## config.mk

```make
export PLATFORM = sky130hd
export DESIGN_NAME = debug_controller
export DESIGN_NICKNAME = d
export VERILOG_FILES = /design/src/rtl/debug_controller.sv
export SDC_FILE = /design/constraint.sdc
export NUM_CORES = 1
export LEC_CHECK = 0
export CAP_MARGIN = 25
export CORE_UTILIZATION = 30
export CTS_BUF_LIST = sky130_fd_sc_hd__clkbuf_4 sky130_fd_sc_hd__clkbuf_8
export DETAILED_ROUTE_END_ITERATION = 8
export GPL_ROUTABILITY_DRIVEN = 0
export PLACE_DENSITY = 0.64
export SYNTH_ARGS = -nofsm -noshare
export SYNTH_HDL_FRONTEND = slang
export SYNTH_SLANG_ARGS = --single-unit
```

## constraint.sdc

```tcl
create_clock -name clock -period 3.1 [get_ports clock]
set_input_delay 0.465 -clock clock [delete_from_list [all_inputs] [get_ports clock]]
set_output_delay 0.465 -clock clock [all_outputs]
set_load 0.02 [all_outputs]
```

## src/rtl/debug_controller.sv

```systemverilog
// Host debug controller: sequences processor reset and the wait/continue
// handshake, reads debug registers, and shares the data-memory port with the host.
module debug_controller #(
  parameter int ADDR_SIZE    = 18,
  parameter int WORD_SIZE    = 18,
  parameter int RESET_CYCLES = 4
) (
  input  logic                 clock,
  input  logic                 reset_n,
  input  logic                 host_cmd_valid,
  output logic                 host_cmd_ready,
  input  logic [2:0]           host_cmd,
  input  logic [ADDR_SIZE-1:0] host_addr,
  input  logic [WORD_SIZE-1:0] host_wdata,
  output logic                 host_rsp_valid,
  output logic                 host_rsp_error,
  output logic [WORD_SIZE-1:0] host_rdata,
  output logic                 host_halted,
  output logic                 proc_reset,
  input  logic                 wait_for_continue,
  output logic                 wait_continue_execution,
  output logic                 debug_get_param,
  output logic [3:0]           debug_reg_addr,
  input  logic [WORD_SIZE-1:0] debug_data_out,
  input  logic                 cpu_mem_we,
  input  logic [ADDR_SIZE-1:0] cpu_mem_addr,
  input  logic [WORD_SIZE-1:0] cpu_mem_din,
  output logic                 mem_we,
  output logic [ADDR_SIZE-1:0] mem_addr,
  output logic [WORD_SIZE-1:0] mem_din,
  input  logic [WORD_SIZE-1:0] mem_dout
);

  localparam int CNT_W = (RESET_CYCLES > 1) ? $clog2(RESET_CYCLES) : 1;
  localparam logic [CNT_W-1:0] CNT_LAST = CNT_W'(RESET_CYCLES - 1);

  localparam logic [2:0] CMD_NOP       = 3'd0;
  localparam logic [2:0] CMD_RESET_CPU = 3'd1;
  localparam logic [2:0] CMD_RUN       = 3'd2;
  localparam logic [2:0] CMD_READ_REG  = 3'd3;
  localparam logic [2:0] CMD_READ_MEM  = 3'd4;
  localparam logic [2:0] CMD_WRITE_MEM = 3'd5;

  typedef enum logic [3:0] {
    S_RESET_HOLD, S_IDLE, S_REG_RD, S_MEM_A, S_MEM_D,
    S_MEM_W, S_RUN_PULSE, S_RUN_WAIT, S_RSP
  } state_t;

  state_t                 state_q, state_d;
  logic [CNT_W-1:0]       cnt_q, cnt_d;
  logic [ADDR_SIZE-1:0]   addr_q, addr_d;
  logic [WORD_SIZE-1:0]   wdata_q, wdata_d;
  logic [WORD_SIZE-1:0]   rdata_q, rdata_d;
  logic                   err_q, err_d;
  logic                   pend_q, pend_d;
  logic                   halted_q;

  always_ff @(posedge clock or negedge reset_n) begin
    if (!reset_n) begin
      state_q  <= S_RESET_HOLD;
      cnt_q    <= '0;
      addr_q   <= '0;
      wdata_q  <= '0;
      rdata_q  <= '0;
      err_q    <= 1'b0;
      pend_q   <= 1'b0;
      halted_q <= 1'b0;
    end else begin
      state_q  <= state_d;
      cnt_q    <= cnt_d;
      addr_q   <= addr_d;
      wdata_q  <= wdata_d;
      rdata_q  <= rdata_d;
      err_q    <= err_d;
      pend_q   <= pend_d;
      halted_q <= wait_for_continue;
    end
  end

  always_comb begin
    state_d                 = state_q;
    cnt_d                   = cnt_q;
    addr_d                  = addr_q;
    wdata_d                 = wdata_q;
    rdata_d                 = rdata_q;
    err_d                   = err_q;
    pend_d                  = pend_q;
    host_cmd_ready          = 1'b0;
    host_rsp_valid          = 1'b0;
    host_rsp_error          = 1'b0;
    proc_reset              = 1'b0;
    wait_continue_execution = 1'b0;
    debug_get_param         = 1'b0;
    debug_reg_addr          = 4'd0;
    mem_we                  = cpu_mem_we;
    mem_addr                = cpu_mem_addr;
    mem_din                 = cpu_mem_din;

    case (state_q)
      S_RESET_HOLD: begin
        proc_reset = 1'b1;
        if (cnt_q == CNT_LAST) begin
          cnt_d   = '0;
          state_d = pend_q ? S_RSP : S_IDLE;
        end else begin
          cnt_d = cnt_q + 1'b1;
        end
      end
      S_IDLE: begin
        host_cmd_ready = 1'b1;
        if (host_cmd_valid) begin
          addr_d  = host_addr;
          wdata_d = host_wdata;
          err_d   = 1'b0;
          // Halt state is judged only here; later changes cannot abort the op.
          case (host_cmd)
            CMD_NOP:       state_d = S_RSP;
            CMD_RESET_CPU: begin
              pend_d  = 1'b1;
              cnt_d   = '0;
              state_d = S_RESET_HOLD;
            end
            CMD_RUN, CMD_READ_REG, CMD_READ_MEM, CMD_WRITE_MEM: begin
              if (!wait_for_continue) begin
                err_d   = 1'b1;
                state_d = S_RSP;
              end else if (host_cmd == CMD_RUN) begin
                state_d = S_RUN_PULSE;
              end else if (host_cmd == CMD_READ_REG) begin
                state_d = S_REG_RD;
              end else if (host_cmd == CMD_READ_MEM) begin
                state_d = S_MEM_A;
              end else begin
                state_d = S_MEM_W;
              end
            end
            default: begin
              err_d   = 1'b1;
              state_d = S_RSP;
            end
          endcase
        end
      end
      S_REG_RD: begin
        debug_get_param = 1'b1;
        debug_reg_addr  = addr_q[3:0];
        rdata_d         = debug_data_out;
        state_d         = S_RSP;
      end
      S_MEM_A: begin
        mem_we   = 1'b0;
        mem_addr = addr_q;
        mem_din  = wdata_q;
        state_d  = S_MEM_D;
      end
      S_MEM_D: begin
        // Address stays on the port while the ram's registered output settles.
        mem_we   = 1'b0;
        mem_addr = addr_q;
        mem_din  = wdata_q;
        rdata_d  = mem_dout;
        state_d  = S_RSP;
      end
      S_MEM_W: begin
        mem_we   = 1'b1;
        mem_addr = addr_q;
        mem_din  = wdata_q;
        state_d  = S_RSP;
      end
      S_RUN_PULSE: begin
        wait_continue_execution = 1'b1;
        state_d                 = S_RUN_WAIT;
      end
      S_RUN_WAIT: begin
        if (!wait_for_continue) state_d = S_RSP;
      end
      S_RSP: begin
        host_rsp_valid = 1'b1;
        host_rsp_error = err_q;
        pend_d         = 1'b0;
        state_d        = S_IDLE;
      end
      default: state_d = S_RESET_HOLD;
    endcase
  end

  assign host_rdata  = rdata_q;
  assign host_halted = halted_q;

endmodule

```

; Word-level counts from Yosys, hierarchy flattened
; Cells that the tools add are included.
[classes]
add_sub_neg = 1
multipliers = 0
n_div = 0
magnitude_cmp = 0
n_eq_ne = 18
n_shift = 0
mux = 30
bitwise_logic = 0
reduce_logical = 14
[ops]
columns = op, n
row1 = $mux W18, 2
row2 = $pmux W18 S2, 1
row3 = $pmux W4 S7, 1
row4 = $mux W4, 6
row5 = $eq A4 B3 Y1 const B, 4
row6 = $mux W1, 9
row7 = $mux W3, 3
row8 = $reduce_and A3 Y1, 3
row9 = $eq A4 B2 Y1 const B, 2
row10 = $pmux W4 S2, 1
row11 = $eq A3 B2 Y1 const B, 2
row12 = $eq A3 B3 Y1 const B, 2
row13 = $mux W2, 3
row14 = $ne A2 B2 Y1 const B, 3
row15 = $pmux W1 S2, 3
row16 = $reduce_bool A2 Y1, 3
row17 = $reduce_or A3 Y1, 2
row18 = $eq A4 B1 Y1 const B, 1
row19 = $eq A4 B4 Y1 const B, 1
row20 = $logic_not A4 Y1, 1
row21 = $pmux W2 S2, 1
row22 = $reduce_or A2 Y1, 2
row23 = $reduce_or A4 Y1, 1
row24 = $eq A3 B1 Y1 const B, 1
row25 = 5 further kinds, 5
[word_totals]
regBits = 63
latch_bits = 0
ramBits = 0
mem_bits_ro = 0
out_inout_bits = 66
memories = 0

; Logic depth before layout (Yosys ltp)
[depth]
ltp_word = 8
ltp_mapped = 7
mapped_depth_nobuf = 6

; Worst setup path before layout
; No wires, ideal clock.
[synth_timing]
path_type = flip-flop to output port
from = register state_q[1]
to = output mem_addr[0]
t_arrival_ns = 1.564
t_required_ns = 2.635
path_slack_ns = 1.071
path_stages_with_launch = 6
path_buffers = 2
cell_sequence = dfrtp_1 buf_2 nand2b_1 a21oi_4 buf_4 mux2_1
[synth_between]
elab_chain_cells = 3
word_cells_on_any_way = 5
classes_between = 3 x eq/ne / 1 x mux / 1 x reduce/logical
[synth_lines]
columns = item, line_no
row1 = start: declaration, 49  ; state_t state_q, state_d;
row2 = start signal: assignment, 69  ; state_q <= state_d;
row3 = $eq A4 B3 Y1 / $eq A4 B2 Y1 (equally long branches), 99  ; case (state_q)
row4 = $reduce_or A3 Y1 (no line) (*), -
row5 = $mux W18 (*), 99
row6 = end: declaration, 29  ; output logic [ADDR_SIZE-1:0] mem_addr,
; Every way passes the cells marked *; elsewhere a longest branch is shown, timed or not.

; Worst setup path after layout
[layout_timing]
from = register state_q[1]
to = output mem_addr[8]
; The elaborated chain is that of the path after synthesis.

==> impl_metrics.ini <==
[synth]
ys_types = 38
synthesis.nets = 398
synth_top_area_share_pct = 47.1
synth_cells = 279
yosysSeqAreaShare_pct = 47.1
netlist_area_um2 = 3350
yosys.area.top_type = dfrtp_1
syn_area_per_cell_um2 = 12.0
synth_warnings = 0
synth_edf_count = 0
ys_ff_latch = 63
ys.flop_type = dfrtp_1
yosys-top-cells-area = dfrtp_1 47%, mux2_1 25%, mux2i_1 5.7%
synthArstFlopShare_pct = 100

[clock_tree]
post-cts-setup-buffers = 0
path_clk_slew_ns = 0.06
hold_buffers = 0
cts.path.max_buffers = 2
cts_resized = 0
htree_levels = 3
cts_tree = built
cts-root-buf = clkbuf_8
cts_sinks = 63
cts_buffers = 9
clock_latency_ns = 0.34

[drt]
first_pass_iters = 4
antenna_left = 0
drt-total-wl_um = 9440
drc = 0
routedWlPerCell_um = 15.7
vias = 2802
drt_iter0_drc = 132
viasPerCell = 4.65

[run]
drv_cap = 0

[global_route]
grt_max_degree = 64
grt_overflow_total = 0
antenna_found_initial = 0
grt_pass1_wl_um = 14400
grt_pass1_vias = 2783
groute.usage.overall_pct = 16.5

[worst_setup_path]
critPathRequiredTime_ns = 2.63
critPathKind = flip-flop to output pin
crit_arrival_ns = 2.47
end_kind = output pin
reg2reg_from = state_q[3]
ff2ff_path_depth = 4
r2r_setup_slack_ns = 1.13
r2r_end = addr_q[13]
crit_fanout = 36
crit_start = state_q[1]
critPathLaunchType = flip-flop

[sta]
fin_ws_ns = 0.163
hold_viol = 0
skew_ns = 0.00942
fmax_mhz = 340
setup_violations = 0
rsz0062_at_grt = false
slew_headroom_pct = 46.0
min_period_ns = 2.94
hold_slack_ns = 0.300
slew_viol_final = 0
worstMarginPinSlew_ns = 0.811
finalCritPeriodShare_pct = 94.7
fin_tns_setup_ns = 0

[finish]
final_nets = 581
drive_gt1_share_pct = 6.48
antenna_cells = 0
area_growth_pct = 62.7
post-route-util_pct = 50.2
n_fill_cell = 1022

[placement]
portBuffers = 181
pre_cts_ws_ns = 0.514
hpwl_um = 7040

[floorplanning]
dieHeight_um = 108
fp-row-count = 38
die_width_um = 108
coreArea_um2 = 10800
dieArea_um2 = 11600
initial_core_util_pct = 30.9
ios = 182

[worst_hold_path]
hold_class = primary input to async pin

[power_and_ir_drop]
power_density_nw_per_um2 = 675
p_leak_uw = 0.00214
ir_worst_vdd_v = 0.000326

[status]
status = finished clean
layout make-up:
| class | instances | area [um^2] | share of cell area (%) |
|---|---|---|---|
| Clock inverter | 3 | 15.0 | 0.276 |
| Timing Repair Buffer | 190 | 1900 | 34.9 |
| Clock buffer | 9 | 124 | 2.28 |
| Tap cell | 140 | 175 | 3.22 |
| Sequential cell | 63 | 1580 | 29.0 |
| Multi-Input combinational cell | 194 | 1640 | 30.1 |
| Inverter | 4 | 15.0 | 0.276 |
worst max path at each step:
| stage | end | depth (start not counted) |
|---|---|---|
| 3_5_place_dp | mem_addr[8] | 6 |
| 6_report | mem_addr[8] | 6 |
| 5_1_grt | mem_addr[8] | 6 |
| 4_1_cts | mem_addr[8] | 6 |
| 3_3_place_gp | mem_addr[8] | 6 |
| 2_1_floorplan | mem_addr[0] | 5 |
through the flow:
step | cells | total power (uW) | instance area [um^2]
after detailed placement | 591 | 3150 | 5310
after global routing | 603 | 3930 | 5440
after floorplan | 279 | 2370 | 3350
final | 603 | 3670 | 5440
after global placement | 591 | 3110 | 5310
after CTS | 603 | 3730 | 5440
synth_stat cells (2+ instances only):
| cell type | n |
|---|---|
| mux2i_1 | 19 |
| o21ai_1 | 22 |
| nand3_1 | 2 |
| o21ai_0 | 3 |
| a22o_1 | 3 |
| nor2b_1 | 2 |
| nand2b_1 | 5 |
| nand2_1 | 19 |
| buf_4 | 6 |
| inv_1 | 4 |
| nor2_1 | 10 |
| and4_1 | 2 |
| a21oi_1 | 2 |
| and2_1 | 6 |
| ha_1 | 3 |
| dfrtp_1 | 63 |
| nor3_1 | 4 |
| buf_6 | 3 |
| nor3_2 | 2 |
| and3_1 | 2 |
| buf_2 | 8 |
| mux2_1 | 73 |
worst max-delay path, cell delays in order (launching register included):
cell,delay [ns]
dfrtp_1,0.34
buf_4,0.23
nand3b_1,0.19
a21oi_4,0.18
buf_12,0.24
mux2_1,0.38
clkdlybuf4s50_1,0.55
flip-flops by register name, indices dropped and copies added, names as in the netlist:
name,count
addr_q,18
host_rdata,18
wdata_q,18
state_q,4
cnt_q,2
err_q,1
host_halted,1
pend_q,1
metal layers:
layer	vias up	global-route usage, %	share of wire, %
met1	1307	19.4	42
met4	0	6.36	1.0
met2	128	27.9	48
met5	-	0	0
met3	7	5.33	9.1
li1	1360	-	-
kinds of logic (layout without fill, tap and decap cells):
group                    count (synthesis)  after routing  synth area share, %
adder cells (fa/ha/maj)                  3              3                 1.12
buffers and inverters                   22            206                 4.11
multiplexers                            92             92                 30.3
flip-flops                              63             63                 47.1
XOR/XNOR                                 1              1                0.262
AO/OA/AOI/OAI                           38             38                 7.18
AND/OR/NAND/NOR                         60             60                 9.95
cell usage in the layout (no fill, tap or decap), types with 2 or more instances in the layout:
cell type	netlist	routed
a22o_1	3	3
a21oi_1	2	2
buf_4	6	7
nor2b_1	2	2
nor2_1	10	10
and2_1	6	6
inv_1	4	4
ha_1	3	3
clkdlybuf4s50_1	0	180
clkbuf_8	0	9
nor3_1	4	4
o21ai_0	3	3
mux2i_1	19	19
nand2_1	19	19
nand2b_1	5	5
clkinv_2	0	3
mux2_1	73	73
buf_12	0	2
o21ai_1	22	22
nand3_1	2	2
nor3_4	1	2
and4_1	2	2
dfrtp_1	63	63
power breakdown:
group | switching, uW | internal, uW
combinational | 762 | 888
sequential | 239 | 1220
clock | 294 | 267
total | 1290 | 2380
Power figures use the tool's default switching activity.
